**src/rtl/alu_pkg.sv**
```systemverilog
// Shared ALU select codes and execution-unit state encoding; the ALU control decoder uses the same constants.
package alu_pkg;

  localparam logic [3:0] ALU_AND  = 4'b0000;
  localparam logic [3:0] ALU_OR   = 4'b0001;
  localparam logic [3:0] ALU_ADD  = 4'b0010;
  localparam logic [3:0] ALU_MULT = 4'b0101;
  localparam logic [3:0] ALU_SUB  = 4'b0110;
  localparam logic [3:0] ALU_SLT  = 4'b0111;
  localparam logic [3:0] ALU_DIV  = 4'b1000;

  typedef enum logic [1:0] {
    S_IDLE   = 2'd0,
    S_ITER   = 2'd1,
    S_FINISH = 2'd2
  } state_t;

endpackage

```
**src/rtl/alu_muldiv_iter.sv**
```systemverilog
// Iterative unsigned shift-add multiplier / restoring divider sharing one adder; one step per cycle while step=1.
// nxt_hi/nxt_lo expose the post-step value so the caller can register the final result on the last step.
module alu_muldiv_iter #(
  parameter int WIDTH = 32
) (
  input  logic             clk,
  input  logic             rst_n,
  input  logic             load,
  input  logic             div_mode,
  input  logic [WIDTH-1:0] ld_m,
  input  logic [WIDTH-1:0] ld_q,
  input  logic             step,
  output logic [WIDTH-1:0] nxt_hi,
  output logic [WIDTH-1:0] nxt_lo,
  output logic             last
);

  localparam int CW = (WIDTH > 1) ? $clog2(WIDTH) : 1;

  logic             mode;
  logic [WIDTH-1:0] m;
  logic [WIDTH-1:0] acc;
  logic [WIDTH-1:0] q;
  logic [CW-1:0]    cnt;

  logic [WIDTH:0]   opa;
  logic [WIDTH:0]   opb;
  logic [WIDTH+1:0] sum;
  logic             ge;

  // Divide: shifted remainder minus divisor via inverted operand and carry-in; carry-out means no borrow.
  assign opa = mode ? {acc, q[WIDTH-1]} : {1'b0, acc};
  assign opb = mode ? ~{1'b0, m} : (q[0] ? {1'b0, m} : '0);
  assign sum = {1'b0, opa} + {1'b0, opb} + {{(WIDTH+1){1'b0}}, mode};
  assign ge  = sum[WIDTH+1];

  always_comb begin
    nxt_hi = '0;
    nxt_lo = '0;
    if (mode) begin
      nxt_hi = ge ? sum[WIDTH-1:0] : opa[WIDTH-1:0];
      nxt_lo = {q[WIDTH-2:0], ge};
    end else begin
      nxt_hi = sum[WIDTH:1];
      nxt_lo = {sum[0], q[WIDTH-1:1]};
    end
  end

  assign last = (cnt == CW'(WIDTH-1));

  always_ff @(posedge clk or negedge rst_n) begin
    if (!rst_n) begin
      mode <= 1'b0;
      m    <= '0;
      acc  <= '0;
      q    <= '0;
      cnt  <= '0;
    end else if (load) begin
      mode <= div_mode;
      m    <= ld_m;
      acc  <= '0;
      q    <= ld_q;
      cnt  <= '0;
    end else if (step) begin
      acc  <= nxt_hi;
      q    <= nxt_lo;
      cnt  <= cnt + CW'(1);
    end
  end

endmodule

```
**src/rtl/alu_exec_unit.sv**
```systemverilog
// ALU execution unit: single-cycle AND/OR/ADD/SUB/SLT plus iterative signed MULT/DIV behind Start/Busy/Done.
// Done one cycle after accept (WIDTH+1 cycles for MULT/DIV); Start is ignored while Busy, with no queueing.
module alu_exec_unit
  import alu_pkg::*;
#(
  parameter int WIDTH = 32
) (
  input  logic             clk,
  input  logic             rst_n,
  input  logic             Start,
  input  logic [3:0]       ALUS,
  input  logic [WIDTH-1:0] A,
  input  logic [WIDTH-1:0] B,
  output logic             Busy,
  output logic             Done,
  output logic [WIDTH-1:0] Lo,
  output logic [WIDTH-1:0] Hi,
  output logic             Zero,
  output logic             DivZero,
  output logic             OpErr
);

  state_t state;

  logic [WIDTH-1:0] sc_lo;
  logic [WIDTH-1:0] sc_hi;
  logic             sc_err;
  logic             long_op;
  logic             is_div;
  logic             div_zero;

  logic [WIDTH-1:0] a_mag;
  logic [WIDTH-1:0] b_mag;
  logic             eng_load;
  logic [WIDTH-1:0] eng_hi;
  logic [WIDTH-1:0] eng_lo;
  logic             eng_last;

  logic             op_div;
  logic             neg_q;
  logic             neg_r;
  logic [2*WIDTH-1:0] prod;
  logic [2*WIDTH-1:0] prod_fix;
  logic [WIDTH-1:0] fix_lo;
  logic [WIDTH-1:0] fix_hi;

  // Undefined codes (including X/Z in simulation) fall through to the default arm.
  always_comb begin
    sc_lo    = '0;
    sc_err   = 1'b0;
    long_op  = 1'b0;
    is_div   = 1'b0;
    div_zero = 1'b0;
    case (ALUS)
      ALU_AND:  sc_lo = A & B;
      ALU_OR:   sc_lo = A | B;
      ALU_ADD:  sc_lo = A + B;
      ALU_SUB:  sc_lo = A - B;
      ALU_SLT:  sc_lo = {{(WIDTH-1){1'b0}}, ($signed(A) < $signed(B))};
      ALU_MULT: long_op = 1'b1;
      ALU_DIV: begin
        if (B == '0) begin
          div_zero = 1'b1;
          sc_lo    = '1;
        end else begin
          long_op = 1'b1;
          is_div  = 1'b1;
        end
      end
      default:  sc_err = 1'b1;
    endcase
  end

  assign sc_hi = div_zero ? A : '0;

  assign a_mag    = A[WIDTH-1] ? -A : A;
  assign b_mag    = B[WIDTH-1] ? -B : B;
  assign eng_load = (state == S_IDLE) && Start && long_op;

  alu_muldiv_iter #(.WIDTH(WIDTH)) u_iter (
    .clk      (clk),
    .rst_n    (rst_n),
    .load     (eng_load),
    .div_mode (is_div),
    .ld_m     (is_div ? b_mag : a_mag),
    .ld_q     (is_div ? a_mag : b_mag),
    .step     (state == S_ITER),
    .nxt_hi   (eng_hi),
    .nxt_lo   (eng_lo),
    .last     (eng_last)
  );

  // Sign fix is applied to the final step's value so the result is registered as Done rises.
  assign prod     = {eng_hi, eng_lo};
  assign prod_fix = neg_q ? -prod : prod;
  assign fix_lo   = op_div ? (neg_q ? -eng_lo : eng_lo) : prod_fix[WIDTH-1:0];
  assign fix_hi   = op_div ? (neg_r ? -eng_hi : eng_hi) : prod_fix[2*WIDTH-1:WIDTH];

  always_ff @(posedge clk or negedge rst_n) begin
    if (!rst_n) begin
      state   <= S_IDLE;
      Busy    <= 1'b0;
      Done    <= 1'b0;
      Lo      <= '0;
      Hi      <= '0;
      Zero    <= 1'b1;
      DivZero <= 1'b0;
      OpErr   <= 1'b0;
      op_div  <= 1'b0;
      neg_q   <= 1'b0;
      neg_r   <= 1'b0;
    end else begin
      Done <= 1'b0;
      case (state)
        S_IDLE: begin
          if (Start) begin
            if (long_op) begin
              state  <= S_ITER;
              Busy   <= 1'b1;
              op_div <= is_div;
              neg_q  <= A[WIDTH-1] ^ B[WIDTH-1];
              neg_r  <= A[WIDTH-1];
            end else begin
              Lo      <= sc_lo;
              Hi      <= sc_hi;
              Zero    <= (sc_lo == '0);
              DivZero <= div_zero;
              OpErr   <= sc_err;
              Done    <= 1'b1;
            end
          end
        end
        S_ITER: begin
          if (eng_last) begin
            state   <= S_FINISH;
            Lo      <= fix_lo;
            Hi      <= fix_hi;
            Zero    <= (fix_lo == '0);
            DivZero <= 1'b0;
            OpErr   <= 1'b0;
            Done    <= 1'b1;
          end
        end
        S_FINISH: begin
          state <= S_IDLE;
          Busy  <= 1'b0;
        end
        default: state <= S_IDLE;
      endcase
    end
  end

endmodule
```
**config.mk**
```make
export PLATFORM = sky130hd
export DESIGN_NAME = alu_exec_unit
export DESIGN_NICKNAME = d
export VERILOG_FILES = /design/src/rtl/alu_pkg.sv /design/src/rtl/alu_muldiv_iter.sv /design/src/rtl/alu_exec_unit.sv
export SDC_FILE = /design/constraint.sdc
export NUM_CORES = 1
export LEC_CHECK = 0
export ABC_CLOCK_PERIOD_IN_PS = 10300
export BUFFER_PORTS_ARGS = -buffer_cell sky130_fd_sc_hd__buf_2
export CORE_ASPECT_RATIO = 0.6
export CORE_MARGIN = 4
export CORE_UTILIZATION = 40
export DETAILED_ROUTE_END_ITERATION = 10
export REMOVE_ABC_BUFFERS = 1
export SLEW_MARGIN = 30
export SYNTH_ARGS = -nofsm -noshare
export SYNTH_HDL_FRONTEND = slang
export SYNTH_SLANG_ARGS = --single-unit
```
**constraint.sdc**
```tcl
create_clock -name clk -period 10.3 [get_ports clk]
set_input_delay 2.06 -clock clk [delete_from_list [all_inputs] [get_ports clk]]
set_output_delay 2.06 -clock clk [all_outputs]
set_load 0.02 [all_outputs]
```
==> impl_metrics.yaml <==
routing:
  via_count: 21400
  avgViaCountPerCell: 6.42
  totalWireLength_mm: 83.6
  drtIter0Drc: 2897
  drc: 0
  wl_per_cell_um: 25.1
  antenna_left: 0
  dr.pass1.iters: 5
yosys:
  post_synth.cell_area_avg_um2: 7.42
  synth.distinct_cells: 114
  syn_area_um2: 19700
  synth_common_cells: "nand2_1, o21ai_0, nor2_1, a21oi_1, dfrtp_1"
  synth.most_common_cell: "nand2_1"
  async_flop_share: 1.00
  yosysSeqAreaShare: 0.224
  netlist.area_leader.share: 0.223
  synth_ff_type: "dfrtp_1"
  synth_top_cells_by_area: "dfrtp_1, ha_1, o21ai_0"
  postSynthCellCount: 2652
  synth_edf_count: 0
  yosysWarnings: 0
  synth_top_area_cell: "dfrtp_1"
  ys_ff_latch: 176
pwr:
  intPower_mw: 3.43
  p_leak_nw: 9.31
  p_comb_frac: 0.747
  swShare: 0.577
  clkPwrFrac: 0.089
  switchingPower_mw: 4.69
  seqPwrFrac: 0.164
  power_per_cell_area_nw_per_um2: 379
  ir_drop_v: 0.000202
cells_and_area:
  finalInstanceArea_um2: 21400
  drive_gt1_frac: 0.119
  area_growth_pct: 8.98
  final_util: 0.444
  nFillCells: 4992
  nets: 2887
clock_network:
  clockRootBuffer: "clkbuf_16"
  path_clk_slew_ns: 0.08
  cts_resized: 0
  cts_max_level: 4
  cts_max_path_buffers: 2
  clock_latency_ns: 0.46
  cts_num_sinks: 176
  hold_buffers: 0
  cts_tree: "done"
  postCtsSetupBuffers: 0
  cts_buffers: 17
global_route:
  grt_first_pass_wirelength_mm: 124
  track_usage: 0.303
  antenna_found_initial: 3
  first_global_vias: 19400
  overflow: 0
  grt_max_degree: 82
worst_setup_path:
  r2r_cells: 21
  required_ns: 10.68
  path_class: "reg -> reg"
  crit_arrival_ns: 7.55
  reg2reg_to: "Hi[24]"
  r2r_setup_slack_ns: 3.13
  crit_start: "u_iter.mode"
  worstPathMaxFanout: 51
  crit_end: "Hi[24]"
  reg2reg_from: "u_iter.mode"
  crit_path_end_kind: "register"
  start_kind: "register"
die:
  die_h_um: 180
  dieArea_um2: 52900
  io_pins: 140
  initial_core_util: 0.408
  num_rows: 62
  core_area_um2: 48300
  die_w_um: 294
place:
  hpwl_mm: 65.4
  dpl_cell_area_um2: 20800
  portBuffers: 139
  place_congestion: 1.13
sta:
  min_period_ns: 7.17
  max_freq_mhz: 140
  worst_pin_slew_ns: 0.976
  setup_viol: 0
  relSlewSlack: 0.348
  fin_setup_tns_ns: 0
  finalClockSkew_ns: 0.0160
  slew_viol_final: 0
  rsz0062_at_grt: "false"
  holdWs_ns: 0.483
  period_share: 0.696
  hold_viol: 0
hold_path:
  hold_path_class: "reg -> reg"
flow_run:
  drv_cap: 0
run_status:
  outcome: "finished clean"
## power by group through the flow
stage                     Clock [mW]  Sequential [mW]  Combinational, mW
after detailed placement           0             1.33               5.84
final                          0.722             1.33               6.06
after floorplan                    0             1.36               3.96
after CTS                      0.724             1.32               5.88
after global routing           0.756             1.36               6.50
after global placement             0             1.32               5.76
## layer usage
layer  global-route usage  up-vias  wire [um]
met5              0.00723        -         63
met4               0.0592        4       1580
met3               0.0835      112       9760
met2                0.416     1210      33200
met1                0.468    10400      38900
li1                     -     9636          -
## kinds of logic after synthesis
logic type,after synthesis,share of synthesized area
AO/OA/AOI/OAI,909,0.297
AND/OR/NAND/NOR,884,0.215
buffers and inverters,305,0.0623
flip-flops,176,0.224
XOR/XNOR,173,0.0770
adder cells (fa/ha/maj),137,0.0887
multiplexers,68,0.0363
## layout by cell type, fill, tap and decap left out, types with 35 or more instances in the layout
master     n
xnor2_1  134
nor2_1   235
nand3_1   96
buf_2    138
a21o_1    37
a21oi_1  229
mux2i_1   41
ha_1     133
buf_4     35
inv_1    135
dfrtp_1  174
nand2_1  294
a22oi_1   37
o21ai_0  272
xor2_1    39
nor3_1    45
## state kept, by name, indices dropped and copies added, names as in the netlist
register and cells:
DivZero 1, Lo 32, state 2, u_iter.mode 1, u_iter.m 32, u_iter.acc 32, neg_q 1, Zero 1
op_div 1, u_iter.q 32, OpErr 1, Busy 1, neg_r 1, u_iter.cnt 5, Done 1, Hi 32
## per-stage QoR
step | cells | setup slack (ns) | power (mW)
global placement | 3300 | 3.53 | 7.08
floorplan | 2486 | 1.93 | 5.33
finish | 3332 | 3.13 | 8.11
CTS | 3331 | 3.39 | 7.92
global route | 3331 | 2.91 | 8.62
detailed placement | 3300 | 3.34 | 7.16
## layout make-up
cell class,count,area [um2],area share
clock buffer,19,443,0.0207
multi-input combinational,2171,14100,0.659
antenna,1,2.50,0.000117
inverter,139,523,0.0244
timing repair buffer,174,967,0.0451
tap,640,801,0.0374
clock inverter,12,170,0.00794
sequential,176,4410,0.206
## worst min-delay path by stage
stage                     startpoint    end  slack, ns  cells after the start
after floorplan             state[1]   Busy       0.46                      1
after global placement         Lo[1]  Lo[1]       0.48                      1
after detailed placement       Lo[1]  Lo[1]       0.47                      1
after CTS                      Lo[1]  Lo[1]       0.49                      1
after global routing           Lo[1]  Lo[1]       0.51                      1
final                          Lo[1]  Lo[1]       0.48                      1
## worst max-delay path, cell delays in order, from the launching register on
cell      delay (ns)
dfrtp_4         0.90
buf_4           0.48
buf_4           0.53
mux2_2          0.40
ha_1            0.44
a21oi_4         0.24
o211ai_1        0.12
a221o_1         0.39
o31ai_2         0.42
a21oi_2         0.08
buf_4           0.26
a221o_1         0.44
inv_2           0.17
ha_1            0.22
inv_1           0.10
nor3_1          0.28
nand2_1         0.12
a221oi_1        0.69
a22o_1          0.33
a31oi_1         0.12
xor2_1          0.16
o21ai_0         0.15
Power figures use the tool's default switching activity.
